===== src/rtl/uart_pkg.sv =====
// uart_pkg: register offsets, status bit positions, FSM state types and
// oversampling constants shared by the buffered UART and its FIFO.
package uart_pkg;

  localparam logic [7:0] REG_STAT = 8'd0;
  localparam logic [7:0] REG_DATA = 8'd1;
  localparam logic [7:0] REG_DIV  = 8'd2;

  localparam int unsigned ST_RX_AVAIL   = 0;
  localparam int unsigned ST_TX_FULL    = 1;
  localparam int unsigned ST_TX_IDLE    = 2;
  localparam int unsigned ST_OVERRUN    = 3;
  localparam int unsigned ST_FRAME_ERR  = 4;
  localparam int unsigned ST_PARITY_ERR = 5;
  localparam int unsigned ST_PAR_EN     = 6;
  localparam int unsigned ST_PAR_ODD    = 7;

  localparam int unsigned OVERSAMPLE = 16;
  localparam int unsigned MID_BIT    = 8;

  typedef enum logic [2:0] {
    RX_IDLE, RX_START, RX_DATA, RX_PARITY, RX_STOP, RX_ERR
  } rx_state_t;

  typedef enum logic [2:0] {
    TX_IDLE, TX_START, TX_DATA, TX_PARITY, TX_STOP
  } tx_state_t;

endpackage


===== src/rtl/uart_fifo.sv =====
// uart_fifo: synchronous FIFO with extra-MSB pointers for full/empty.
// Pop of empty is ignored; push of full is ignored unless a pop happens
// in the same cycle, in which case both take effect.
module uart_fifo #(
  parameter int unsigned WIDTH = 8,
  parameter int unsigned DEPTH = 8
) (
  input  logic             clk,
  input  logic             rst_n,
  input  logic             push,
  input  logic [WIDTH-1:0] wdata,
  input  logic             pop,
  output logic [WIDTH-1:0] rdata,
  output logic             full,
  output logic             empty
);
  localparam int unsigned AW = $clog2(DEPTH);

  logic [WIDTH-1:0] mem [DEPTH];
  logic [AW:0]      wptr;
  logic [AW:0]      rptr;
  logic             do_push;
  logic             do_pop;

  assign empty   = (wptr == rptr);
  assign full    = (wptr[AW] != rptr[AW]) && (wptr[AW-1:0] == rptr[AW-1:0]);
  assign do_pop  = pop && !empty;
  assign do_push = push && (!full || do_pop);
  assign rdata   = mem[rptr[AW-1:0]];

  // Pointer update
  always_ff @(posedge clk or negedge rst_n) begin
    if (!rst_n) begin
      wptr <= '0;
      rptr <= '0;
    end else begin
      if (do_push) wptr <= wptr + 1'b1;
      if (do_pop)  rptr <= rptr + 1'b1;
    end
  end

  // Storage write
  always_ff @(posedge clk) begin
    if (do_push) mem[wptr[AW-1:0]] <= wdata;
  end

endmodule


===== src/rtl/uart_buffered.sv =====
// uart_buffered: memory-mapped UART with programmable baud divisor,
// 5..8 data bits, optional parity, RX/TX FIFOs and sticky error flags.
// Define UART_IRQ_EN to add a registered level-sensitive irq output.
module uart_buffered
  import uart_pkg::*;
#(
  parameter logic [7:0]  UART_ADDRESS    = 8'h00,
  parameter int unsigned DATA_BITS       = 8,
  parameter int unsigned FIFO_DEPTH      = 8,
  parameter logic [7:0]  DEFAULT_DIVISOR = 8'd103
) (
  input  logic       clk,
  input  logic       rst_n,
  input  logic [7:0] din,
  input  logic [7:0] address,
  input  logic       w_en,
  input  logic       r_en,
  output logic [7:0] dout,
  input  logic       rx,
`ifdef UART_IRQ_EN
  output logic       irq,
`endif
  output logic       tx
);
  localparam logic [7:0] ADDR_STAT = UART_ADDRESS + REG_STAT;
  localparam logic [7:0] ADDR_DATA = UART_ADDRESS + REG_DATA;
  localparam logic [7:0] ADDR_DIV  = UART_ADDRESS + REG_DIV;
  localparam logic [3:0] TICK_LAST = 4'(OVERSAMPLE - 1);
  localparam logic [3:0] MID_LAST  = 4'(MID_BIT - 1);
  localparam logic [2:0] BIT_LAST  = 3'(DATA_BITS - 1);

  logic wr_stat, wr_data, wr_div, rd_stat, rd_data, rd_div;
  logic [7:0] divisor, div_active, tick_cnt;
  logic tick;
  logic par_en, par_odd, overrun, frame_err, parity_err;
  logic set_ovr, set_ferr, set_perr;
  logic [7:0] status, rx_head_ext;

  logic rx_meta, rx_sync;
  rx_state_t rx_state, rx_state_n;
  logic [3:0] rx_tcnt, rx_tcnt_n;
  logic [2:0] rx_bcnt, rx_bcnt_n;
  logic [DATA_BITS-1:0] rx_shift, rx_shift_n, rx_head;
  logic rx_pen, rx_pen_n, rx_podd, rx_podd_n, rx_bad, rx_bad_n;
  logic rx_push, rx_full, rx_empty;

  tx_state_t tx_state, tx_state_n;
  logic [3:0] tx_tcnt, tx_tcnt_n;
  logic [2:0] tx_bcnt, tx_bcnt_n;
  logic [DATA_BITS-1:0] tx_shift, tx_shift_n, tx_head;
  logic tx_pen, tx_pen_n, tx_pbit, tx_pbit_n, tx_n;
  logic tx_pop, tx_full, tx_empty;

  assign wr_stat = w_en && (address == ADDR_STAT);
  assign wr_data = w_en && (address == ADDR_DATA);
  assign wr_div  = w_en && (address == ADDR_DIV);
  assign rd_stat = r_en && (address == ADDR_STAT);
  assign rd_data = r_en && (address == ADDR_DATA);
  assign rd_div  = r_en && (address == ADDR_DIV);

  uart_fifo #(.WIDTH(DATA_BITS), .DEPTH(FIFO_DEPTH)) u_rx_fifo (
    .clk(clk), .rst_n(rst_n), .push(rx_push), .wdata(rx_shift),
    .pop(rd_data), .rdata(rx_head), .full(rx_full), .empty(rx_empty)
  );

  uart_fifo #(.WIDTH(DATA_BITS), .DEPTH(FIFO_DEPTH)) u_tx_fifo (
    .clk(clk), .rst_n(rst_n), .push(wr_data), .wdata(din[DATA_BITS-1:0]),
    .pop(tx_pop), .rdata(tx_head), .full(tx_full), .empty(tx_empty)
  );

  // Tick generator; the divisor is sampled only at reload so a running period is never cut short
  assign tick = (tick_cnt == div_active);
  always_ff @(posedge clk or negedge rst_n) begin
    if (!rst_n) begin
      tick_cnt   <= '0;
      div_active <= DEFAULT_DIVISOR;
    end else if (tick) begin
      tick_cnt   <= '0;
      div_active <= divisor;
    end else begin
      tick_cnt <= tick_cnt + 8'd1;
    end
  end

  // Overrun only when the push finds the FIFO full and no pop frees a slot this cycle
  assign set_ovr = rx_push && rx_full && !rd_data;

  // Control bits, divisor and sticky flags (a set in the same cycle as a clear wins)
  always_ff @(posedge clk or negedge rst_n) begin
    if (!rst_n) begin
      divisor    <= DEFAULT_DIVISOR;
      par_en     <= 1'b0;
      par_odd    <= 1'b0;
      overrun    <= 1'b0;
      frame_err  <= 1'b0;
      parity_err <= 1'b0;
    end else begin
      if (wr_div) divisor <= din;
      if (wr_stat) begin
        par_odd <= din[ST_PAR_ODD];
        par_en  <= din[ST_PAR_EN];
      end
      overrun    <= set_ovr  | (overrun    & ~(wr_stat & din[ST_OVERRUN]));
      frame_err  <= set_ferr | (frame_err  & ~(wr_stat & din[ST_FRAME_ERR]));
      parity_err <= set_perr | (parity_err & ~(wr_stat & din[ST_PARITY_ERR]));
    end
  end

  // Status word and zero-extended RX head
  always_comb begin
    status                = '0;
    status[ST_RX_AVAIL]   = !rx_empty;
    status[ST_TX_FULL]    = tx_full;
    status[ST_TX_IDLE]    = tx_empty && (tx_state == TX_IDLE);
    status[ST_OVERRUN]    = overrun;
    status[ST_FRAME_ERR]  = frame_err;
    status[ST_PARITY_ERR] = parity_err;
    status[ST_PAR_EN]     = par_en;
    status[ST_PAR_ODD]    = par_odd;
    rx_head_ext                  = '0;
    rx_head_ext[DATA_BITS-1:0]   = rx_head;
  end

  // Registered read data, held when no in-window read occurs
  always_ff @(posedge clk or negedge rst_n) begin
    if (!rst_n) begin
      dout <= '0;
    end else if (rd_stat) begin
      dout <= status;
    end else if (rd_data) begin
      dout <= rx_empty ? '0 : rx_head_ext;
    end else if (rd_div) begin
      dout <= divisor;
    end
  end

  // Two-flop synchroniser for the asynchronous serial input
  always_ff @(posedge clk or negedge rst_n) begin
    if (!rst_n) begin
      rx_meta <= 1'b1;
      rx_sync <= 1'b1;
    end else begin
      rx_meta <= rx;
      rx_sync <= rx_meta;
    end
  end

  // RX state and datapath registers
  always_ff @(posedge clk or negedge rst_n) begin
    if (!rst_n) begin
      rx_state <= RX_IDLE;
      rx_tcnt  <= '0;
      rx_bcnt  <= '0;
      rx_shift <= '0;
      rx_pen   <= 1'b0;
      rx_podd  <= 1'b0;
      rx_bad   <= 1'b0;
    end else begin
      rx_state <= rx_state_n;
      rx_tcnt  <= rx_tcnt_n;
      rx_bcnt  <= rx_bcnt_n;
      rx_shift <= rx_shift_n;
      rx_pen   <= rx_pen_n;
      rx_podd  <= rx_podd_n;
      rx_bad   <= rx_bad_n;
    end
  end

  // RX next state: parity config is latched at the start edge so a frame in flight is unaffected
  always_comb begin
    rx_state_n = rx_state;
    rx_tcnt_n  = rx_tcnt;
    rx_bcnt_n  = rx_bcnt;
    rx_shift_n = rx_shift;
    rx_pen_n   = rx_pen;
    rx_podd_n  = rx_podd;
    rx_bad_n   = rx_bad;
    rx_push    = 1'b0;
    set_ferr   = 1'b0;
    set_perr   = 1'b0;
    if (tick) begin
      case (rx_state)
        RX_IDLE: begin
          if (!rx_sync) begin
            rx_state_n = RX_START;
            rx_tcnt_n  = '0;
            rx_pen_n   = par_en;
            rx_podd_n  = par_odd;
            rx_bad_n   = 1'b0;
          end
        end
        RX_START: begin
          if (rx_tcnt == MID_LAST) begin
            rx_tcnt_n = '0;
            rx_bcnt_n = '0;
            rx_state_n = rx_sync ? RX_IDLE : RX_DATA;
          end else begin
            rx_tcnt_n = rx_tcnt + 4'd1;
          end
        end
        RX_DATA: begin
          if (rx_tcnt == TICK_LAST) begin
            rx_tcnt_n  = '0;
            rx_shift_n = {rx_sync, rx_shift[DATA_BITS-1:1]};
            if (rx_bcnt == BIT_LAST) rx_state_n = rx_pen ? RX_PARITY : RX_STOP;
            else                     rx_bcnt_n  = rx_bcnt + 3'd1;
          end else begin
            rx_tcnt_n = rx_tcnt + 4'd1;
          end
        end
        RX_PARITY: begin
          if (rx_tcnt == TICK_LAST) begin
            rx_tcnt_n  = '0;
            rx_state_n = RX_STOP;
            if (rx_sync != ((^rx_shift) ^ rx_podd)) begin
              set_perr = 1'b1;
              rx_bad_n = 1'b1;
            end
          end else begin
            rx_tcnt_n = rx_tcnt + 4'd1;
          end
        end
        RX_STOP: begin
          if (rx_tcnt == TICK_LAST) begin
            rx_tcnt_n = '0;
            if (!rx_sync) begin
              set_ferr   = 1'b1;
              rx_state_n = RX_ERR;
            end else begin
              rx_push    = !rx_bad;
              rx_state_n = RX_IDLE;
            end
          end else begin
            rx_tcnt_n = rx_tcnt + 4'd1;
          end
        end
        RX_ERR: begin
          if (rx_sync) rx_state_n = RX_IDLE;
        end
        default: rx_state_n = RX_IDLE;
      endcase
    end
  end

  // TX state, datapath and registered serial output
  always_ff @(posedge clk or negedge rst_n) begin
    if (!rst_n) begin
      tx_state <= TX_IDLE;
      tx_tcnt  <= '0;
      tx_bcnt  <= '0;
      tx_shift <= '0;
      tx_pen   <= 1'b0;
      tx_pbit  <= 1'b0;
      tx       <= 1'b1;
    end else begin
      tx_state <= tx_state_n;
      tx_tcnt  <= tx_tcnt_n;
      tx_bcnt  <= tx_bcnt_n;
      tx_shift <= tx_shift_n;
      tx_pen   <= tx_pen_n;
      tx_pbit  <= tx_pbit_n;
      tx       <= tx_n;
    end
  end

  // TX next state: the end of a stop bit loads the next byte directly so frames run back to back
  always_comb begin
    tx_state_n = tx_state;
    tx_tcnt_n  = tx_tcnt;
    tx_bcnt_n  = tx_bcnt;
    tx_shift_n = tx_shift;
    tx_pen_n   = tx_pen;
    tx_pbit_n  = tx_pbit;
    tx_pop     = 1'b0;
    if (tick) begin
      case (tx_state)
        TX_IDLE: begin
          if (!tx_empty) begin
            tx_pop     = 1'b1;
            tx_shift_n = tx_head;
            tx_pen_n   = par_en;
            tx_pbit_n  = (^tx_head) ^ par_odd;
            tx_tcnt_n  = '0;
            tx_state_n = TX_START;
          end
        end
        TX_START: begin
          if (tx_tcnt == TICK_LAST) begin
            tx_tcnt_n  = '0;
            tx_bcnt_n  = '0;
            tx_state_n = TX_DATA;
          end else begin
            tx_tcnt_n = tx_tcnt + 4'd1;
          end
        end
        TX_DATA: begin
          if (tx_tcnt == TICK_LAST) begin
            tx_tcnt_n  = '0;
            tx_shift_n = tx_shift >> 1;
            if (tx_bcnt == BIT_LAST) tx_state_n = tx_pen ? TX_PARITY : TX_STOP;
            else                     tx_bcnt_n  = tx_bcnt + 3'd1;
          end else begin
            tx_tcnt_n = tx_tcnt + 4'd1;
          end
        end
        TX_PARITY: begin
          if (tx_tcnt == TICK_LAST) begin
            tx_tcnt_n  = '0;
            tx_state_n = TX_STOP;
          end else begin
            tx_tcnt_n = tx_tcnt + 4'd1;
          end
        end
        TX_STOP: begin
          if (tx_tcnt == TICK_LAST) begin
            tx_tcnt_n = '0;
            if (!tx_empty) begin
              tx_pop     = 1'b1;
              tx_shift_n = tx_head;
              tx_pen_n   = par_en;
              tx_pbit_n  = (^tx_head) ^ par_odd;
              tx_state_n = TX_START;
            end else begin
              tx_state_n = TX_IDLE;
            end
          end else begin
            tx_tcnt_n = tx_tcnt + 4'd1;
          end
        end
        default: tx_state_n = TX_IDLE;
      endcase
    end
    case (tx_state_n)
      TX_START:  tx_n = 1'b0;
      TX_DATA:   tx_n = tx_shift_n[0];
      TX_PARITY: tx_n = tx_pbit_n;
      default:   tx_n = 1'b1;
    endcase
  end

`ifdef UART_IRQ_EN
  // Level interrupt from receive data and sticky error flags
  always_ff @(posedge clk or negedge rst_n) begin
    if (!rst_n) irq <= 1'b0;
    else        irq <= !rx_empty || overrun || frame_err || parity_err;
  end
`endif

endmodule


===== config.mk =====
export PLATFORM = sky130hd
export DESIGN_NAME = uart_buffered
export DESIGN_NICKNAME = d
export VERILOG_FILES = /design/src/rtl/uart_pkg.sv /design/src/rtl/uart_fifo.sv /design/src/rtl/uart_buffered.sv
export SDC_FILE = /design/constraint.sdc
export NUM_CORES = 1
export LEC_CHECK = 0
export CORE_UTILIZATION = 45
export DETAILED_ROUTE_END_ITERATION = 12
export HOLD_SLACK_MARGIN = 0.1
export PLACE_DENSITY = 0.69
export SKIP_LAST_GASP = 1
export SLEW_MARGIN = 25
export SYNTH_ARGS = -nofsm -noshare
export SYNTH_HDL_FRONTEND = slang
export SYNTH_HIERARCHICAL = 1
export SYNTH_SLANG_ARGS = --single-unit

===== constraint.sdc =====
create_clock -name clk -period 7.8 [get_ports clk]
set_input_delay 0.78 -clock clk [delete_from_list [all_inputs] [get_ports clk]]
set_output_delay 0.78 -clock clk [all_outputs]
set_load 0.01 [all_outputs]

==> results of run 1 <==
-- logic make-up after synthesis --
logic type                 synth area share [%]
DFF                                        60.5
and+or+nand+nor                            10.7
AOI/OAI and AO/OA                          8.30
muxes                                      12.0
buffers and inverters                      2.54
xor gates and xnor gates                   4.54
adders and majority gates                  1.32
-- flip-flops by register name, summed over array words and instances (netlist names), 4 cells and up --
| register | cells |
|---|---|
| u_rx_fifo/rptr | 4 |
| rx_shift | 8 |
| tx_tcnt | 4 |
| u_tx_fifo/wptr | 4 |
| dout | 8 |
| u_rx_fifo/wptr | 4 |
| div_active | 8 |
| u_tx_fifo/rptr | 4 |
| u_tx_fifo/mem | 64 |
| tick_cnt | 8 |
| u_rx_fifo/mem | 64 |
| rx_tcnt | 4 |
| divisor | 8 |
| tx_shift | 8 |
-- layout by cell type (no fill, tap or decap), types with 4 or more instances in the layout --
cell type and n:
o21ai_1 4, nor3_2 6, clkinvlp_4 4, nand3b_1 4
a21oi_1 18, nor2_1 47, nor3_1 7, xor2_1 13
nand2_1 65, o211ai_2 4, a22oi_1 5, and3_1 9
dfrtp_1 84, nor4_1 13, a22o_1 15, o31ai_1 4
inv_1 18, nand3_1 13, nand4_1 11, nand2b_1 9
o21ai_0 21, mux2_2 41, dfstp_2 13, a31oi_1 8
clkinv_2 6, buf_4 11, a21o_1 5, edfxtp_1 128
xnor2_1 32, clkdlybuf4s50_1 28, clkbuf_16 25, ha_1 11
mux4_2 26, mux4_1 6
-- final timing paths --
check / to / startpoint / slack [ns]
min in group clk: rx_sync / rx_meta / 0.36
setup reg to reg: u_tx_fifo/mem[5][0] / u_tx_fifo/rptr[1] / 3.80
hold / removal: rx_state[1] / rst_n / 0.14
hold reg to reg: rx_sync / rx_meta / 0.36
setup / recovery: u_tx_fifo/mem[5][0] / u_tx_fifo/rptr[1] / 3.80
max in group asynchronous: u_rx_fifo/wptr[2] / rst_n / 6.67
-- critical path: stages (launching register included) --
cell      delay, ns
dfrtp_1        0.91
xor2_1         0.24
or3_4          0.25
nor2_1         0.17
or3_4          0.42
a21oi_4        0.26
nand3_4        0.12
inv_1          0.19
nand2b_1       0.28
o21ai_1        0.16
nor2_1         0.62
-- power by group --
part           internal (mW)  switching, mW
Sequential              1.35          0.134
Clock                  0.587          0.455
Combinational          0.345          0.392
-- layer usage --
metal	up-vias	GRT usage (%)
met5	-	0
met4	0	4.71
met3	21	2.59
met2	126	30.0
met1	3060	25.6
li1	2896	-
-- cell type report --
| cell class | instances | area [µm²] |
|---|---|---|
| Tap cell | 285 | 357 |
| Inverter | 18 | 67.6 |
| Clock buffer | 27 | 633 |
| Sequential cell | 225 | 6290 |
| Clock inverter | 17 | 103 |
| Fill cell | 1861 | 10900 |
| Multi-Input combinational cell | 465 | 3900 |
| Timing Repair Buffer | 40 | 374 |
-- metrics by stage --
step | utilization [%] | std cells | power (mW)
2_1_floorplan | - | 742 | 2.08
3_3_place_gp | 48.3 | 1033 | 2.23
3_5_place_dp | 48.3 | 1033 | 2.24
4_1_cts | 51.6 | 1077 | 3.29
5_1_grt | 51.8 | 1077 | 3.42
6_report | 51.8 | 1077 | 3.27
==> key figures, run 1 <==
Status
  • Outcome: finished clean

Timing
  • Final WS setup: roughly 3.8 ns
  • Hold_ws: 0.140 ns
  • Final setup TNS: 0 ns
  • Worst slew margin relative to its limit: between 40% and 50%
  • Fmax: roughly 250 MHz
  • Worst slew pin tran: just under 0.9 ns
  • Final min period: approximately 4 ns
  • Final setup fails: 0
  • Final Hold Viols: 0
  • Fin crit share: 51.2%
  • RSZ-0062 raised after global routing: false
  • Clock Skew: between 0.009 and 0.01 ns
  • Final Max Slew Viols: 0

Global route
  • Largest net degree at the start of global routing: 80
  • Vias in the first global route: ~6100
  • Initial antenna violation count: 0
  • Global route total overflow: 0
  • Global-route wire length before repair: ~34000 µm
  • Aggregate global-route resource usage: 18.3%

Setup path
  • Arr. time, crit path: between 4 and 5 ns
  • Worst Reg-to-Reg Cells: 10
  • WP data required: 7.94 ns
  • Maximum fanout along the worst path: 21
  • Crit Path Class: reg2reg
  • Setup crit start kind: flop
  • Setup crit end kind: flop

Synthesis
  • Post-Syn Area: 10400 µm²
  • Cell variety after synth: 76
  • Cell taking the most area after synthesis: edfxtp_1
  • Synth top area share: 37.0%
  • Syn Area/Cell: ~14 µm²
  • Syn Inst Count: between 700 and 800
  • Async SR Flop Fraction: between 40% and 50%
  • Post-synthesis sequential area ratio: between 60% and 70%
  • Post-synth EDFFs: ~130
  • Ranking of synthesized cells by area: edfxtp_1, dfrtp_1, mux4_2
  • Synth Warn #: 6
  • Post-synth top cells: edfxtp_1, dfrtp_1, nand2_1
  • Count leader, synth: edfxtp_1
  • Flops & latches, synth: between 200 and 250
  • Syn Nets: slightly below 800
  • Top FF cell, synth: edfxtp_1

Drt
  • Routed wl met3: approximately 810 µm
  • Vias: between 6000 and 7000
  • Met1 Wirelength: about 9500 µm
  • Routed WL per cell: roughly 20 µm
  • DR iter-0 viols: a little under 400
  • Highest metal used: met4
  • DRT antenna net count: 0
  • Met2 wire length: 10400 µm
  • Mean number of vias per cell: about 5.7
  • Drt total wl: 21000 µm
  • Pre-antenna DRT Iters: 5
  • DRC: 0

Cells and area
  • Final Cell Area: approximately 12000 µm²
  • Area delta synth->final: 12.8%
  • # diodes: 0
  • Final #Nets: just over 800
  • Layout cells sized above 1: 21.8%

Placement
  • Place WS: 3.37 ns
  • Detail Placement HPWL: 14100 µm
  • Placement Cell Area: 10900 µm²
  • Port bufs: 29
  • GP Congestion: roughly 0.82

Die
  • Die Span X: between 150 and 200 µm
  • Row count: 55
  • Core area: 22600 µm²
  • Chip Height: roughly 150 µm
  • Area of the die: 23700 µm²
  • Initial Util: a little under half
  • Num ports: 30

Hold path
  • Hold WC Path Type: in2async

Run
  • Total of max-cap violations: 0

Clocking
  • Clock sinks: approximately 230
  • Cts hold-fix bufs: 0
  • Post-CTS Setup Bufs: 0
  • CTS tree: built
  • H-tree depth: 1
  • Clk_lat worst skew: approximately 0.51 ns
  • Clock buffer depth: 3
  • Root Buffer Master: clkbuf_16
  • Clock transition at path regs: 0.06 ns
  • CTS buffer count: 24
  • Post-cts repair resize count: 0

Power
  • Pleak: ~4.5 nW
  • Cell Pwr Density: 279 nW/µm²
  • Maximum VDD drop: about 0.19 mV
Power figures use the tool's default switching activity.
==> run 2, diff against run 1 <==
--- a/config.mk
+++ b/config.mk
@@ -8,7 +8,7 @@
 export CORE_UTILIZATION = 45
 export DETAILED_ROUTE_END_ITERATION = 12
 export HOLD_SLACK_MARGIN = 0.1
-export PLACE_DENSITY = 0.69
+export PLACE_DENSITY = 0.72
 export SKIP_LAST_GASP = 1
 export SLEW_MARGIN = 25
 export SYNTH_ARGS = -nofsm -noshare
==> constraint.sdc (replaced) <==
create_clock -name clk -period 3.2 [get_ports clk]
set_input_delay 0.32 -clock clk [delete_from_list [all_inputs] [get_ports clk]]
set_output_delay 0.32 -clock clk [all_outputs]
set_load 0.01 [all_outputs]
==> key figures, run 2 (same netlist as run 1, synthesis figures left out) <==
Status
  • Outcome: finished clean

Clocking
  • CTS buffer count: 23 (-4.2%)
  • CTS tree: built
  • Root Buffer Master: clkbuf_16
  • H-tree depth: 1 (unchanged)
  • Clock buffer depth: 3 (unchanged)
  • Clk_lat worst skew: 0.52 ns (about the same)
  • Clock sinks: 225 (unchanged)
  • Clock transition at path regs: 0.06 ns (about the same)
  • Post-CTS Setup Bufs: 0 (unchanged)

Setup path
  • R2R setup slack: 0.19 ns (-3.61 ns)
  • Worst r2r src: u_tx_fifo/rptr[2]
  • Setup crit end kind: flop
  • Worst Reg-to-Reg Cells: 11 (+1)
  • Crit path from: u_tx_fifo/rptr[2]
  • Maximum fanout along the worst path: 8 (-62%)
  • Setup crit start kind: flop
  • Reg2reg end: u_tx_fifo/mem[4][7]
  • WP data required: 3.35 ns (-4.59 ns)
  • Crit Path Class: reg2reg
  • Arr. time, crit path: 3.16 ns (-0.98 ns)

Global route
  • Aggregate global-route resource usage: 18.6% (+0.35 points)
  • Largest net degree at the start of global routing: 98 (+23%)
  • Initial antenna violation count: 0 (unchanged)
  • Vias in the first global route: 6295 (+2.8%)
  • Global-route wire length before repair: 34500 µm (+1.4%)
  • Global route total overflow: 0 (unchanged)

Placement
  • GP Congestion: 0.805 (-1.5%)
  • Port bufs: 29 (unchanged)
  • Place WS: 0.0614 ns (-3.31 ns)
  • Detail Placement HPWL: 14400 µm (+2.1%)

Timing
  • Final setup fails: 0 (unchanged)
  • Clock Skew: 0.0204 ns (+0.0105 ns)
  • Final Hold Viols: 0 (unchanged)
  • Final Max Slew Viols: 0 (unchanged)
  • Worst slew pin tran: 0.693 ns (-0.188 ns)
  • Hold_ws: 0.222 ns (+0.0824 ns)
  • RSZ-0062 raised after global routing: true
  • Fmax: 332 MHz (+33%)
  • Final WS setup: 0.189 ns (-3.61 ns)
  • Worst slew margin relative to its limit: 53.6% (+12 points)
  • Fin crit share: 94.1% (+43 points)
  • Final min period: 3.01 ns (-0.986 ns)

Drt
  • Vias: 6276 (+2.8%)
  • Drt total wl: 21300 µm (+1.2%)
  • Mean number of vias per cell: 5.70 (+0.59%)
  • DRC: 0 (unchanged)
  • DRT antenna net count: 0 (unchanged)
  • Routed WL per cell: 19.3 µm (-0.97%)
  • DR iter-0 viols: 353 (-9.7%)
  • Pre-antenna DRT Iters: 5 (unchanged)

Hold path
  • Hold Path Depth: 1
  • Hold path start: rx
  • Hold Crit Endpoint: rx_meta
  • Hold WC Path Type: in2reg

Cells and area
  • Register area: 6290 µm² (unchanged)
  • Commonest non-fill, non-tap cell in the layout: edfxtp_1
  • Layout cells sized above 1: 24.0% (+2.2 points)
  • # diodes: 0 (unchanged)
  • Area delta synth->final: 15.3%
  • Most frequent cells in the layout: edfxtp_1, dfrtp_1, nand2_1
  • Fill cells: 1843 (-0.97%)
  • Multi-input gate area: 3920 µm² (+0.48%)
  • Final #Nets: 831 (+3.1%)

Die
  • Die Span X: 154 µm (unchanged)
  • Row count: 55 (unchanged)
  • Initial Util: 45.9% (unchanged)
  • Area of the die: 23700 µm² (unchanged)
  • Core area: 22600 µm² (unchanged)
  • Num ports: 30 (unchanged)
  • Chip Height: 154 µm (unchanged)

Run
  • Total of max-cap violations: 0 (unchanged)

Power
  • Total power: 8.15 mW (+150%)
  • Maximum VDD drop: 0.485 mV (+160%)
  • Pleak: 4.63 nW (+3.4%)
  • Cell Pwr Density: 681 nW/µm² (+140%)
## run 2: changes by cell type in the layout (fill, tap and decap cells not counted), moves of 3 or more
| cell | previous run | this run |
|---|---|---|
| clkinv_2 | 6 | 2 |
| clkbuf_8 | 0 | 5 |
| nor4_1 | 13 | 9 |
| nor4_2 | 0 | 3 |
| clkinvlp_4 | 4 | 1 |
| nor3_2 | 6 | 3 |
| nor3_1 | 7 | 10 |
| buf_4 | 11 | 36 |
## run 2: worst max path at each step
stage	to	depth (start not counted)
finish	u_tx_fifo/mem[4][7]	11
global route	u_tx_fifo/mem[5][1]	11
CTS	u_tx_fifo/mem[0][0]	10
detailed placement	u_tx_fifo/mem[0][4]	10
global placement	u_tx_fifo/mem[0][4]	10
floorplan	u_tx_fifo/mem[3][0]	12
## run 2: timing repair
item | CTS | global route
endpoints found under the setup margin | 0 | 16
resized for setup | 0 | 2
endpoints found under the hold margin | 84 | 0
hold buffers | 1 | 0
## run 2: per-layer routing
metal,GRT usage [%],up-vias,wire length [µm]
met5,0,-,0
met3,3.30,41,1030
met1,24.9,3151,9330
li1,-,2935,-
met2,31.4,149,10400
met4,4.76,0,460
## run 2: stage by stage
step           std cells   TNS, ns  utilization [%]  instance area (µm²)
5_1_grt             1101  -0.00342             52.9                12000
4_1_cts             1101         0             52.8                11900
6_report            1101         0             52.9                12000
2_1_floorplan        742     -1.74                -                10400
3_3_place_gp        1058         0             49.4                11200
3_5_place_dp        1058         0             49.4                11200
## run 2: layout make-up
class	count	share of cell area [%]
clock buffer	31	5.48
clock inverter	11	0.899
inverter	18	0.564
multi-input combinational	465	32.7
sequential	225	52.5
timing repair buffer	66	4.85
tap	285	2.98
## run 2: worst max-delay path, stage by stage (launching register included)
cell and delay, ns:
dfrtp_1 0.38, xor2_1 0.28, or3_4 0.19, nor2_1 0.06, or3_4 0.37, a21oi_4 0.17
nand3_4 0.10, inv_1 0.10, nand2b_1 0.15, buf_4 0.15, o21ai_1 0.11, nor3_2 0.57
## run 2: power breakdown
| group | switching, mW | internal (mW) | total, mW |
|---|---|---|---|
| Sequential | 0.260 | 3.30 | 3.56 |
| Clock | 1.07 | 1.59 | 2.66 |
| Combinational | 1.04 | 0.887 | 1.93 |
